`config.mk`:
```
export PLATFORM = sky130hd
export DESIGN_NAME = operand_skew_feeder
export DESIGN_NICKNAME = d
export VERILOG_FILES = /design/src/rtl/operand_skew_feeder.sv
export SDC_FILE = /design/constraint.sdc
export NUM_CORES = 1
export LEC_CHECK = 0
export CAP_MARGIN = 20
export CORE_MARGIN = 2
export CORE_UTILIZATION = 48
export DETAILED_ROUTE_END_ITERATION = 10
export GPL_TIMING_DRIVEN = 0
export PLACE_DENSITY = 0.91
export SLEW_MARGIN = 0
export SYNTH_ARGS = -nofsm -noshare
export SYNTH_HDL_FRONTEND = slang
export SYNTH_SLANG_ARGS = --single-unit
```
`constraint.sdc`:
```
create_clock -name clk_i -period 1.6 [get_ports clk_i]
set_input_delay 0.16 -clock clk_i [delete_from_list [all_inputs] [get_ports clk_i]]
set_output_delay 0.16 -clock clk_i [all_outputs]
set_load 0.01 [all_outputs]
```
`src/rtl/operand_skew_feeder.sv`:
```
// Operand skew feeder: takes one K-step of A/B operands per beat and presents them to the
// systolic array with a diagonal skew, then flushes the array and runs the drain window.
module operand_skew_feeder #(
  parameter int unsigned SYS_ARRAY_SIZE = 4,
  parameter int unsigned SIZE           = SYS_ARRAY_SIZE,
  parameter int unsigned DATA_W         = 8,
  parameter int unsigned FLUSH_CYCLES   = 2 * SIZE - 1,
  parameter int unsigned DRAIN_CYCLES   = SIZE
) (
  input  logic                          clk_i,
  input  logic                          rst_i,
  input  logic                          in_valid_i,
  output logic                          in_ready_o,
  input  logic [SIZE-1:0][DATA_W-1:0]   in_a_i,
  input  logic [SIZE-1:0][DATA_W-1:0]   in_b_i,
  input  logic                          in_last_i,
  output logic [SIZE-1:0][DATA_W-1:0]   a_o,
  output logic [SIZE-1:0][DATA_W-1:0]   b_o,
  output logic                          last_o,
  output logic                          ctrl_o,
  output logic                          busy_o,
  output logic                          tile_done_o
);

  localparam int unsigned CNT_W = $clog2(FLUSH_CYCLES + DRAIN_CYCLES + 1);

  localparam logic [1:0] S_IDLE   = 2'd0;
  localparam logic [1:0] S_STREAM = 2'd1;
  localparam logic [1:0] S_FLUSH  = 2'd2;
  localparam logic [1:0] S_DRAIN  = 2'd3;

  logic [1:0]       state, state_next;
  logic [CNT_W-1:0] cnt, cnt_next;
  logic             busy_q;
  logic [SIZE-1:0]  last_sr;
  logic             accept;

  // Ready is a pure state decode so it never loops back through in_valid_i.
  assign in_ready_o = (state == S_IDLE) || (state == S_STREAM);
  assign accept     = in_valid_i & in_ready_o;

  always_comb begin
    // NOTE: every output of this block gets a default first, so no path can infer a latch.
    state_next = state;
    cnt_next   = cnt;
    case (state)
      S_IDLE, S_STREAM: begin
        if (accept) begin
          if (in_last_i) begin
            state_next = S_FLUSH;
            cnt_next   = CNT_W'(FLUSH_CYCLES - 1);
          end else begin
            state_next = S_STREAM;
          end
        end
      end
      S_FLUSH: begin
        if (cnt == '0) begin
          state_next = S_DRAIN;
          cnt_next   = CNT_W'(DRAIN_CYCLES - 1);
        end else begin
          cnt_next = cnt - 1'b1;
        end
      end
      S_DRAIN: begin
        if (cnt == '0) state_next = S_IDLE;
        else           cnt_next   = cnt - 1'b1;
      end
      default: state_next = S_IDLE;
    endcase
  end

  // NOTE: sequential state uses non-blocking assignments so every register samples pre-edge values.
  always_ff @(posedge clk_i) begin
    if (rst_i) begin
      state   <= S_IDLE;
      cnt     <= '0;
      busy_q  <= 1'b0;
      last_sr <= '0;
    end else begin
      state   <= state_next;
      cnt     <= cnt_next;
      busy_q  <= (state_next != S_IDLE);
      last_sr <= {last_sr[SIZE-2:0], accept & in_last_i};
    end
  end

  assign busy_o      = busy_q;
  assign last_o      = last_sr[SIZE-1];
  assign ctrl_o      = (state == S_DRAIN);
  assign tile_done_o = (state == S_DRAIN) && (cnt == '0);

  // Lane i is an (i+1)-deep shift register packed into one vector; bubbles shift in zeros.
  for (genvar i = 0; i < SIZE; i++) begin : g_lane
    localparam int unsigned W = (i + 1) * DATA_W;
    logic [W-1:0]      a_sr, b_sr;
    logic [DATA_W-1:0] a_in, b_in;

    assign a_in = accept ? in_a_i[i] : '0;
    assign b_in = accept ? in_b_i[i] : '0;

    always_ff @(posedge clk_i) begin
      // NOTE: skew stages are reset so an aborted tile leaves no stale operands in flight.
      if (rst_i) begin
        a_sr <= '0;
        b_sr <= '0;
      end else begin
        a_sr <= (a_sr << DATA_W) | W'(a_in);
        b_sr <= (b_sr << DATA_W) | W'(b_in);
      end
    end

    assign a_o[i] = a_sr[W-1 -: DATA_W];
    assign b_o[i] = b_sr[W-1 -: DATA_W];
  end

endmodule
```
# ---- After elaboration in Yosys (flattened, before gate mapping)
# Cells that the tools add are included.
dict set report totals {
  out_inout_bits 69
  ff_bits 171
}
dict set report classes {
  bitwise_logic 9
  n_mux 16
  n_eq_ne 6
  reduce_logical 8
  n_addsub 1
}
# operator count
set ops {}
lappend ops {{32-bit by 8-bit OR with 32-bit output} 2}
lappend ops {{8-bit two-way mux} 6}
lappend ops {{24-bit by 8-bit OR with 24-bit output} 2}
lappend ops {{16-bit by 8-bit OR with 16-bit output} 2}
lappend ops {{4-bit two-way mux} 4}
lappend ops {{4-bit one-hot mux with 3 select lines} 1}
lappend ops {{2-bit two-way mux} 4}
lappend ops {{2-bit inequality test (second input constant)} 3}
lappend ops {{2-bit one-hot mux with 3 select lines} 1}
lappend ops {{2-bit equality test (second input constant)} 2}
lappend ops {{4-bit zero test} 1}
lappend ops {{2-bit OR reduction} 2}
lappend ops {{4-bit by 1-bit subtractor with 4-bit output (second input constant)} 1}
lappend ops {{3-bit AND reduction} 1}
lappend ops {{1-bit AND} 2}
lappend ops {{2-bit by 1-bit equality test with 1-bit output (second input constant)} 1}
lappend ops {{2-bit zero test} 1}
lappend ops {{2-bit nonzero test} 1}
lappend ops {{1-bit logical AND} 1}
lappend ops {{1-bit logical OR} 1}
lappend ops {{1-bit NOT} 1}

# ---- Logic depth before layout (Yosys ltp)
# Gate-level depths: netlist (run 1).
dict set report depth {
  depth_word 6
  depth_mapped 5
  depth_no_buf 5
}

# ---- Worst setup path before layout (run 1)
# Ideal clock, no wire load.
dict set report synth_timing {
  kind {register to register}
  from {register cnt[0]}
  to {register cnt[3]}
  arrival_time_ps 1136
  period_less_slack_ps 1252
  slack_ps 348
  stages_incl_launch_ff 6
  path_cell_list {dfxtp_1 -> inv_1 -> ha_1 -> nand4bb_4 -> and4_1 -> o211a_1}
}
dict set report synth_via {
  elab_chain_cells 3
}
# item line_no
set synth_rtl {}
lappend synth_rtl {{start: declaration} 33} ;# logic [CNT_W-1:0] cnt, cnt_next;
lappend synth_rtl {{start signal: assignment} 82} ;# cnt <= cnt_next;
lappend synth_rtl {{4-bit by 1-bit subtractor with 4-bit output or 4-bit zero test (tied branches)} n/a}
lappend synth_rtl {{4-bit two-way mux (tied with other cells)} 66} ;# if (cnt == '0) state_next = S_IDLE;
lappend synth_rtl {{4-bit one-hot mux with 3 select lines or 3-bit AND reduction (tied branches)} n/a}
# Parallel ways exist; a longest one is shown, timed or not. The select of a mux whose other input is x is not followed.
# A chain may end at the register's enable or synchronous reset.

# ---- Final worst setup path (run 1)
dict set report layout_timing {
  from {register cnt[1]}
  to {output tile_done_o}
}
dict set report layout_via {
  elab_chain_cells 2
}
# item line_no
set layout_rtl {}
lappend layout_rtl {{4-bit zero test} 91} ;# assign tile_done_o = (state == S_DRAIN) && (cnt == '0);
lappend layout_rtl {{1-bit logical AND} 91}
lappend layout_rtl {{end: declaration} 22} ;# output logic tile_done_o
# Every way passes these cells.

==> results of run 1 <==
[kinds of logic after synthesis]
logic type               after synthesis
buffers and inverters                 73
flip-flops                           171
XOR/XNOR                               1
adder cells (fa/ha/maj)                2
AND/OR/NAND/NOR                      179
AO/OA/AOI/OAI                         14
[flip-flops by register name, indices dropped and copies added, names as in the netlist]
name / count
state: 2
cnt: 4
busy_o: 1
last_sr: 4
g_lane.a_sr: 80
g_lane.b_sr: 80
[cells in the mapped netlist, drive strengths merged (3+ instances only)]
master    n
buf      57
a21oi     3
and2b     5
dfxtp   171
nor2      4
and2     65
clkbuf   10
inv       6
nor2b    94
[where the power goes]
| group | total, mW | switching [mW] | internal (mW) | leakage [nW] |
|---|---|---|---|---|
| sequential | 4.45 | 0.0516 | 4.40 | 1.39 |
| combinational | 0.666 | 0.260 | 0.406 | 1.65 |
| clock | 3.62 | 1.62 | 2.01 | 0.248 |
[repair_timing]
| action | in CTS | in global routing |
|---|---|---|
| endpoints found under the setup margin | 51 | 3 |
| pin swaps | 2 | 2 |
| setup buffers | 2 | 4 |
| gates cloned | 0 | 0 |
| resized for setup | 63 | 4 |
[layout make-up]
cell class	instances	area, sq um
Fill cell	828	3440
Clock buffer	21	449.2
Sequential cell	171	3430
Tap cell	140	175.2
Timing Repair Buffer	142	1350
Multi-Input combinational cell	196	1310
Buffer	67	483.0
Inverter	6	22.52
Clock inverter	11	86.33
[metrics by stage]
stage	hold slack [ps]	setup TNS, ps	area (sq um)	std cells
detailed placement	418.1	-8080	6755	716
finish	196.5	-67.62	7306	754
global placement	412.5	-5524	6755	716
global route	175.6	-140.0	7306	754
CTS	169.9	-105.2	7259	750
floorplan	281.7	0	5219	440
[per-layer routing]
layer  global-route usage [%]  share of wire (%)
met1                    16.97                 39
met2                    30.59                 52
met3                    7.233                7.9
met4                    7.692                1.3
met5                        0                  0
[worst max-delay path, stage by stage, from the launching register on]
cell and delay [ps]:
sky130_fd_sc_hd__dfxtp_2 340, sky130_fd_sc_hd__inv_2 100, sky130_fd_sc_hd__ha_4 160, sky130_fd_sc_hd__nand4bb_4 150
sky130_fd_sc_hd__nor2_4 130, sky130_fd_sc_hd__buf_6 110
[worst min-delay path by stage]
| stage | start | endpoint | slack, ps | depth (start not counted) |
|---|---|---|---|---|
| floorplan | in_a_i[0] | g_lane[0].a_sr[0] | 280 | 1 |
| global placement | g_lane[3].a_sr[8] | g_lane[3].a_sr[16] | 410 | 1 |
| detailed placement | g_lane[2].b_sr[7] | g_lane[2].b_sr[15] | 420 | 1 |
| CTS | in_a_i[9] | g_lane[1].a_sr[1] | 170 | 2 |
| global route | in_a_i[9] | g_lane[1].a_sr[1] | 180 | 2 |
| finish | in_a_i[9] | g_lane[1].a_sr[1] | 200 | 2 |
==> run summary, run 1 <==
result of the run = complete, but fails checks
violations in the final reports = negative setup slack
number of clock sinks seen by CTS = 171
relative slew slack = 56.00%
via count = 3233
clock slew at the register clock pins of the worst setup and hold paths = 70 ps
power density normalized to cell area = 1196 nW/um^2
Netlist Area Pre-Place = 5219 sq um
Ant. Diodes = 0
endpoints failing hold = 0
most common cell after layout, fill and taps aside = sky130_fd_sc_hd__dfxtp_1
gpl congestion = 0.7160
detailed-route DRC error count = 0
element type at the critical path end = output port
number of buffers between clock root and the deepest sink = 2
most instantiated flip-flop cell in the synthesis netlist = sky130_fd_sc_hd__dfxtp_1
Final #Nets = 671
top-area cell type share of the netlist area = 65.60%
number of instances in the synthesized netlist = 440
multiplexer fraction of the synthesized cell area = 0%
initial antenna violation count = 0
VDD IR max = 0.7147 mV
fraction of synthesis flops using an asynchronous set or reset pin = 0%
Vias per Instance = 4.288
Static Leakage = 3.294 nW
Yosys top cell by area = sky130_fd_sc_hd__dfxtp_1
number of global-route vias before repair = 3189
I/O Pins = 137
ranking of synthesized cells by area = sky130_fd_sc_hd__dfxtp_1 (66%), sky130_fd_sc_hd__nor2b_1 (11%), sky130_fd_sc_hd__and2_1 (7.8%)
slew at the pin closest to its max-slew limit = 660.0 ps
remaining number of nets flagged by the antenna check after routing = 0
Final HPWL DP = 6791 microns
x dimension of the die = 108.3 microns
CP Capture Point = tile_done_o
commonest cells after routing, fill and taps aside = sky130_fd_sc_hd__dfxtp_1 (168), sky130_fd_sc_hd__nor2b_1 (94), sky130_fd_sc_hd__clkdlybuf4s50_1 (83)
reg-to-reg startpoint = cnt[1]
number of synthesized flops with an enable pin = 0
Data arrival, critical path = 1510 ps
count of hold buffers inserted by post-cts repair = 0
master cell of the clock root buffer = sky130_fd_sc_hd__clkbuf_8
fraction of the yosys area taken by sequential cells = 65.60%
routed length per placed instance = 12.84 microns
Final Max Slew Viols = 0
critical path launch point = cnt[1]
combinational family with the most area after synthesis = simple AND/OR/NAND/NOR gates
setup repair after global routing missed its margin = true
maximum number of pins on one net before global-route repair = 17
area of the core = 10750 sq um
wire length of the first global-routing pass = 14760 microns
count of cells along the worst register-to-register path = 7
final setup margin = -67.62 ps
worst r2r dst = cnt[3]
worst min-delay path class = input port to flip-flop
starting density of the core = 48.57%
parity-gate share of the synthesized area counting xor and xnor cells = 0.1678%
average footprint of a synthesized cell = 11.86 sq um
number of nets in the synthesized netlist = 510
synthesized-area fraction occupied by adder cells = 0.4795%
fraction of final layout cells sized beyond drive strength 1 = 17.59%
aggregate global routing overflow = 0
Synth Area in Simple Gates = 22.11%
pre-CTS setup slack = -182.7 ps
minimum period implied by the final worst setup slack = 1668 ps
f_max = 599.7 MHz
later-pin clock latency in the skew report = 510 ps
number of buffers added by the clock tree synthesis step = 17
worst path required time = 1440 ps
total design power = 8.737 mW
count of maximum capacitance violations = 0
number of warnings issued by yosys = 0
Synth Area in Compound Gates = 1.966%
buffers added on ports = 136
kind of start point of the critical path = flip-flop
Routed Wire Length = 9679 microns
Finished Core Util = 67.99%
number of synthesized register bits = 171
All-Layer GR Usage = 17.00%
die span in y = 108.3 microns
Setup Skew = 7.158 ps
first-pass detailed-route iteration total = 4
Die Area = 11720 sq um
slack of the worst reg-to-reg path = 60 ps
number of rows in the core area = 38
peak fanout along the critical path = 4
H-tree depth = 4
violation count after the first detailed-routing iteration = 50
# setup viols final = 1
TritonCTS clock tree = yes
area delta synth->final = 39.99%
count of cell types in the netlist = 32
period utilisation layout = 104.2%
Worst Path Class, Setup = flip-flop to output port
(Power assumes the default switching activity.)
==> run 2, diff against run 1 <==
Settings changed: SLEW_MARGIN 0 to 20.
==> results of run 2 <==
The final DEF is identical to that of run 1; final timing and power are the same.
==> run 3, diff against run 2 <==
Settings changed: CAP_MARGIN 20 to unset.
==> results of run 3 <==
The final DEF is identical to that of run 1; final timing and power are the same.
